$ cat src/rtl/cpu_pkg.sv
// rtl/cpu_pkg.sv - shared widths and store-buffer FSM encoding
package cpu_pkg;

    localparam int DW_DEF = 8;
    localparam int AW_DEF = 8;

    localparam logic [1:0] ST_IDLE = 2'd0;
    localparam logic [1:0] ST_REQ  = 2'd1;
    localparam logic [1:0] ST_GAP  = 2'd2;

    typedef enum logic [1:0] {
        IDLE = ST_IDLE,
        REQ  = ST_REQ,
        GAP  = ST_GAP
    } sb_state_t;

endpackage

$ cat src/rtl/sb_fifo.sv
// rtl/sb_fifo.sv - store queue storage, read/write pointers and occupancy
module sb_fifo
    import cpu_pkg::*;
#(
    parameter int DW    = DW_DEF,
    parameter int AW    = AW_DEF,
    parameter int DEPTH = 4,
    parameter int PW    = $clog2(DEPTH),
    parameter int CW    = $clog2(DEPTH) + 1
) (
    input  logic          clk,
    input  logic          rst,
    input  logic          push,
    input  logic [AW-1:0] push_addr,
    input  logic [DW-1:0] push_data,
    input  logic          pop,
    output logic [AW-1:0] head_addr,
    output logic [DW-1:0] head_data,
    output logic [CW-1:0] count,
    output logic          full,
    output logic          empty
);

    logic [AW+DW-1:0] entries [DEPTH];
    logic [PW-1:0]    rp;
    logic [PW-1:0]    wp;
    logic             do_push;
    logic             do_pop;

    assign full    = (count == CW'(DEPTH));
    assign empty   = (count == '0);
    assign do_push = push && !full;
    assign do_pop  = pop && !empty;

    assign {head_addr, head_data} = entries[rp];

    // Payload storage needs no reset; occupancy alone decides what is valid.
    always_ff @(posedge clk) begin
        if (do_push) begin
            entries[wp] <= {push_addr, push_data};
        end
    end

    always_ff @(posedge clk or negedge rst) begin
        if (!rst) begin
            rp    <= '0;
            wp    <= '0;
            count <= '0;
        end else begin
            if (do_push) begin
                wp <= wp + 1'b1;
            end
            if (do_pop) begin
                rp <= rp + 1'b1;
            end
            if (do_push && !do_pop) begin
                count <= count + 1'b1;
            end else if (do_pop && !do_push) begin
                count <= count - 1'b1;
            end
        end
    end

endmodule

$ cat src/rtl/ac_store_buffer.sv
// rtl/ac_store_buffer.sv - queues AC stores and drains them over a req/ack write port
module ac_store_buffer
    import cpu_pkg::*;
#(
    parameter int DW    = DW_DEF,
    parameter int AW    = AW_DEF,
    parameter int DEPTH = 4
) (
    input  logic                       clk,
    input  logic                       rst,
    input  logic                       st_valid,
    input  logic [AW-1:0]              st_addr,
    input  logic [DW-1:0]              st_data,
    output logic                       st_ready,
    output logic                       mem_req,
    output logic [AW-1:0]              mem_addr,
    output logic [DW-1:0]              mem_wdata,
    input  logic                       mem_ack,
    output logic                       empty,
    output logic [$clog2(DEPTH):0]     count,
    output logic                       ovf
);

    sb_state_t     state;
    logic          full;
    logic          pop;
    logic [AW-1:0] head_addr;
    logic [DW-1:0] head_data;

    // The in-flight entry stays in the queue until the memory acknowledges it.
    assign pop      = (state == REQ) && mem_ack;
    assign st_ready = !full;

    sb_fifo #(
        .DW    (DW),
        .AW    (AW),
        .DEPTH (DEPTH)
    ) u_fifo (
        .clk       (clk),
        .rst       (rst),
        .push      (st_valid),
        .push_addr (st_addr),
        .push_data (st_data),
        .pop       (pop),
        .head_addr (head_addr),
        .head_data (head_data),
        .count     (count),
        .full      (full),
        .empty     (empty)
    );

    always_ff @(posedge clk or negedge rst) begin
        if (!rst) begin
            state     <= IDLE;
            mem_req   <= 1'b0;
            mem_addr  <= '0;
            mem_wdata <= '0;
            ovf       <= 1'b0;
        end else begin
            if (st_valid && full) begin
                ovf <= 1'b1;
            end
            case (state)
                IDLE: begin
                    if (!empty) begin
                        state     <= REQ;
                        mem_req   <= 1'b1;
                        mem_addr  <= head_addr;
                        mem_wdata <= head_data;
                    end
                end
                REQ: begin
                    if (mem_ack) begin
                        state   <= GAP;
                        mem_req <= 1'b0;
                    end
                end
                GAP: begin
                    state <= IDLE;
                end
                default: begin
                    state   <= IDLE;
                    mem_req <= 1'b0;
                end
            endcase
        end
    end

endmodule

$ cat config.mk
export PLATFORM = sky130hd
export DESIGN_NAME = ac_store_buffer
export DESIGN_NICKNAME = d
export VERILOG_FILES = /design/src/rtl/cpu_pkg.sv /design/src/rtl/sb_fifo.sv /design/src/rtl/ac_store_buffer.sv
export SDC_FILE = /design/constraint.sdc
export NUM_CORES = 1
export LEC_CHECK = 0
export ABC_AREA = 1
export CAP_MARGIN = 20
export CORE_MARGIN = 8
export CORE_UTILIZATION = 55
export CTS_BUF_LIST = sky130_fd_sc_hd__clkbuf_4 sky130_fd_sc_hd__clkbuf_8
export DETAILED_ROUTE_END_ITERATION = 10
export PLACE_DENSITY_LB_ADDON = 0.08
export SYNTH_ARGS = -nofsm -noshare
export SYNTH_HDL_FRONTEND = slang
export SYNTH_SLANG_ARGS = --single-unit
$ cat constraint.sdc
create_clock -name clk -period 2.53 [get_ports clk]
set_input_delay 0.3795 -clock clk [delete_from_list [all_inputs] [get_ports clk]]
set_output_delay 0.3795 -clock clk [all_outputs]
set_load 0.1 [all_outputs]
==> summary.txt <==
Logic synthesis
  • Simple-gate share of the synthesized area: 0.199
  • Post-synthesis sequential area ratio: 0.655
  • Synthesis warning total: 0
  • Yosys cell types: 23
  • FF+latch count, synth: 91
  • Compound-cell area share of the yosys netlist: 0.00694
  • Largest area contributor in the netlist: edfxtp_1
  • Synthesized area: 3970 µm²
  • Main combinational cell family by area after synthesis: simple AND/OR/NAND/NOR gates
  • Synth area leaders: edfxtp_1, dfrtp_1, nand2_1
  • Post-Synth XOR/XNOR Area: 0.00883
  • Mux cell area share after synthesis: 0
  • Post-Syn Nets: 414
  • Area share of the largest cell type after synthesis: 0.485
  • Synth Area in Adders: 0.0208
  • Syn avg cell area: 10.2 µm²
  • Synthesized instance count: 388

Floorplan
  • Top Ports: 43
  • Chip Height: 101 µm
  • Cell row count: 31
  • Core area: 7140 µm²
  • Die Width: 101 µm
  • Die area: 10200 µm²
  • Initial Util: 0.556

Cells and area
  • Nets: 462
  • Proportion of layout cells with a drive suffix above 1: 0.147
  • Area Overhead vs Synth: 16.9%
  • Fillers: 601
  • Antenna fix cells: 0

Timing
  • Hold Fails Final Rpt: 0
  • Final Skew: 0.00794 ns
  • RSZ-0062 raised after global routing: false
  • Final setup violation count: 0
  • Relative slew slack: 0.668
  • Tmin final: 1.92 ns
  • Setup tns final: 0 ns
  • Worst-Margin Slew: 0.499 ns
  • Fmax achieved: 520 MHz
  • Final Max Slew Viols: 0
  • Period utilisation layout: 0.760

CTS
  • Root Buffer: clkbuf_8
  • Clock Latency Late Sink: 0.36 ns
  • CTS clock-pin slew for the worst setup and hold paths: 0.09 ns
  • CTS tree: done
  • Bufs on Longest Clock Path: 2
  • PostCTS Resize Cnt: 0
  • CTS H-tree depth: 3
  • Number of setup buffers added after CTS: 0
  • Hold buffers post-CTS: 0
  • CTS Buf Count: 9
  • Clock sinks: 91

Place
  • Placer Congestion: 0.751
  • Buffers added on ports: 42
  • DP HPWL: 4.80 mm

GRT
  • Largest net degree at the start of global routing: 34
  • First-pass GRT wire length: 13.0 mm
  • Vias in the first global route: 2702
  • GRT Total Usage: 0.170
  • Grt ovf: 0
  • Initial antenna violation count: 0

Detailed routing
  • DRC: 0
  • Initial drt markers: 180
  • Vias: 2569
  • Routed WL: 7.66 mm
  • Number of routed nets with antenna violations: 0
  • Drt pass-1 iters: 4
  • WL/cell: 14.2 µm
  • Via density: 4.76

Setup path
  • Crit path arrival time: 2.17 ns
  • CP Class: register to register
  • Nature of the critical path startpoint: register
  • Required time worst endpoint: 2.78 ns
  • CP Capture Type: register
  • CP Max Fanout: 4

Run status
  • Run status: complete, no violations

Worst hold path
  • HP Class: input pin to async pin

Flow run
  • Max Cap Viol: 0
[critical path, cell delays in order, from the launching register on]
cell and delay (ns):
dfrtp_2 0.44, inv_1 0.14, nand3_4 0.12, nand2_1 0.16
ha_1 0.18, inv_1 0.07, fa_1 0.38, nand2_1 0.09
nand3_1 0.09, xor2_1 0.15
[cells by family (layout without fill, tap and decap cells)]
group,after synthesis,after routing
AOI/OAI and AO/OA,5,5
xor gates and xnor gates,4,4
and+or+nand+nor,186,186
DFF,91,91
adders and majority gates,6,6
buffers and inverters,96,149
[state kept, by name, summed over array words and instances (netlist names)]
name	flops
u_fifo.rp	2
ovf	1
u_fifo.wp	2
u_fifo.entries	64
u_fifo.count	3
mem_req	1
mem_addr	8
mem_wdata	8
state	2
[worst paths after layout]
path / end / slack, ns / depth (start not counted) / startpoint
max: u_fifo.count[2]$_DFFE_PN0P_ / 0.61 / 9 / u_fifo.count[2]$_DFFE_PN0P_
max reg2reg: u_fifo.count[2]$_DFFE_PN0P_ / 0.61 / 9 / u_fifo.count[2]$_DFFE_PN0P_
max in group asynchronous: u_fifo.count[1]$_DFFE_PN0P_ / 1.80 / 2 / rst
min in group clk: mem_req$_DFFE_PN0P_ / 0.48 / 2 / mem_req$_DFFE_PN0P_
min: mem_addr[3]$_DFFE_PN0P_ / 0.42 / 2 / rst
min reg2reg: mem_req$_DFFE_PN0P_ / 0.48 / 2 / mem_req$_DFFE_PN0P_
[layout make-up]
type	instances	area, µm²	area share
Clock buffer	9	124	0.0267
Clock inverter	7	92.6	0.0200
Inverter	84	323	0.0696
Multi-Input combinational cell	201	958	0.207
Sequential cell	91	2600	0.561
Tap cell	99	124	0.0267
Timing Repair Buffer	49	415	0.0896
[synthesized netlist by cell type, drive strengths merged]
cell and n:
buf 12, dfrtp 27, o21ai 4, fa 1, ha 5, inv 84
xor2 2, xnor2 2, o21bai 1, nand2 143, nor2 6, edfxtp 64
nand3 37
[cells in the final DEF, fill, tap and decap left out, types with 5 or more instances in the layout]
master	synthesis	layout
buf_4	6	30
clkbuf_8	0	9
clkdlybuf4s50_1	0	19
dfrtp_1	27	24
edfxtp_1	64	64
ha_1	5	5
inv_1	77	77
nand2_1	142	142
nand3_1	35	34
nor2_2	1	5
[metrics by stage]
step           setup slack [ns]  instances  utilization  hold WS [ns]  cell area, µm²
5_1_grt                   0.399        540        0.650         0.464            4640
4_1_cts                   0.592        540        0.650         0.434            4640
2_1_floorplan             0.120        388            -        0.0839            3990
6_report                  0.608        540        0.650         0.417            4640
3_5_place_dp              0.346        524        0.620         0.466            4420
3_3_place_gp              0.403        524        0.620         0.465            4420
[routing by layer]
layer  vias to the layer above  track usage  wire, µm
met5                         -            0         0
met4                         0       0.0767       125
met3                        11       0.0435       575
met2                        72        0.290      3750
met1                      1198        0.195      3210
li1                       1288            -         -
Power is not shown: default switching activity piles up to over one toggle a cycle in this logic, so the estimate is an artifact.
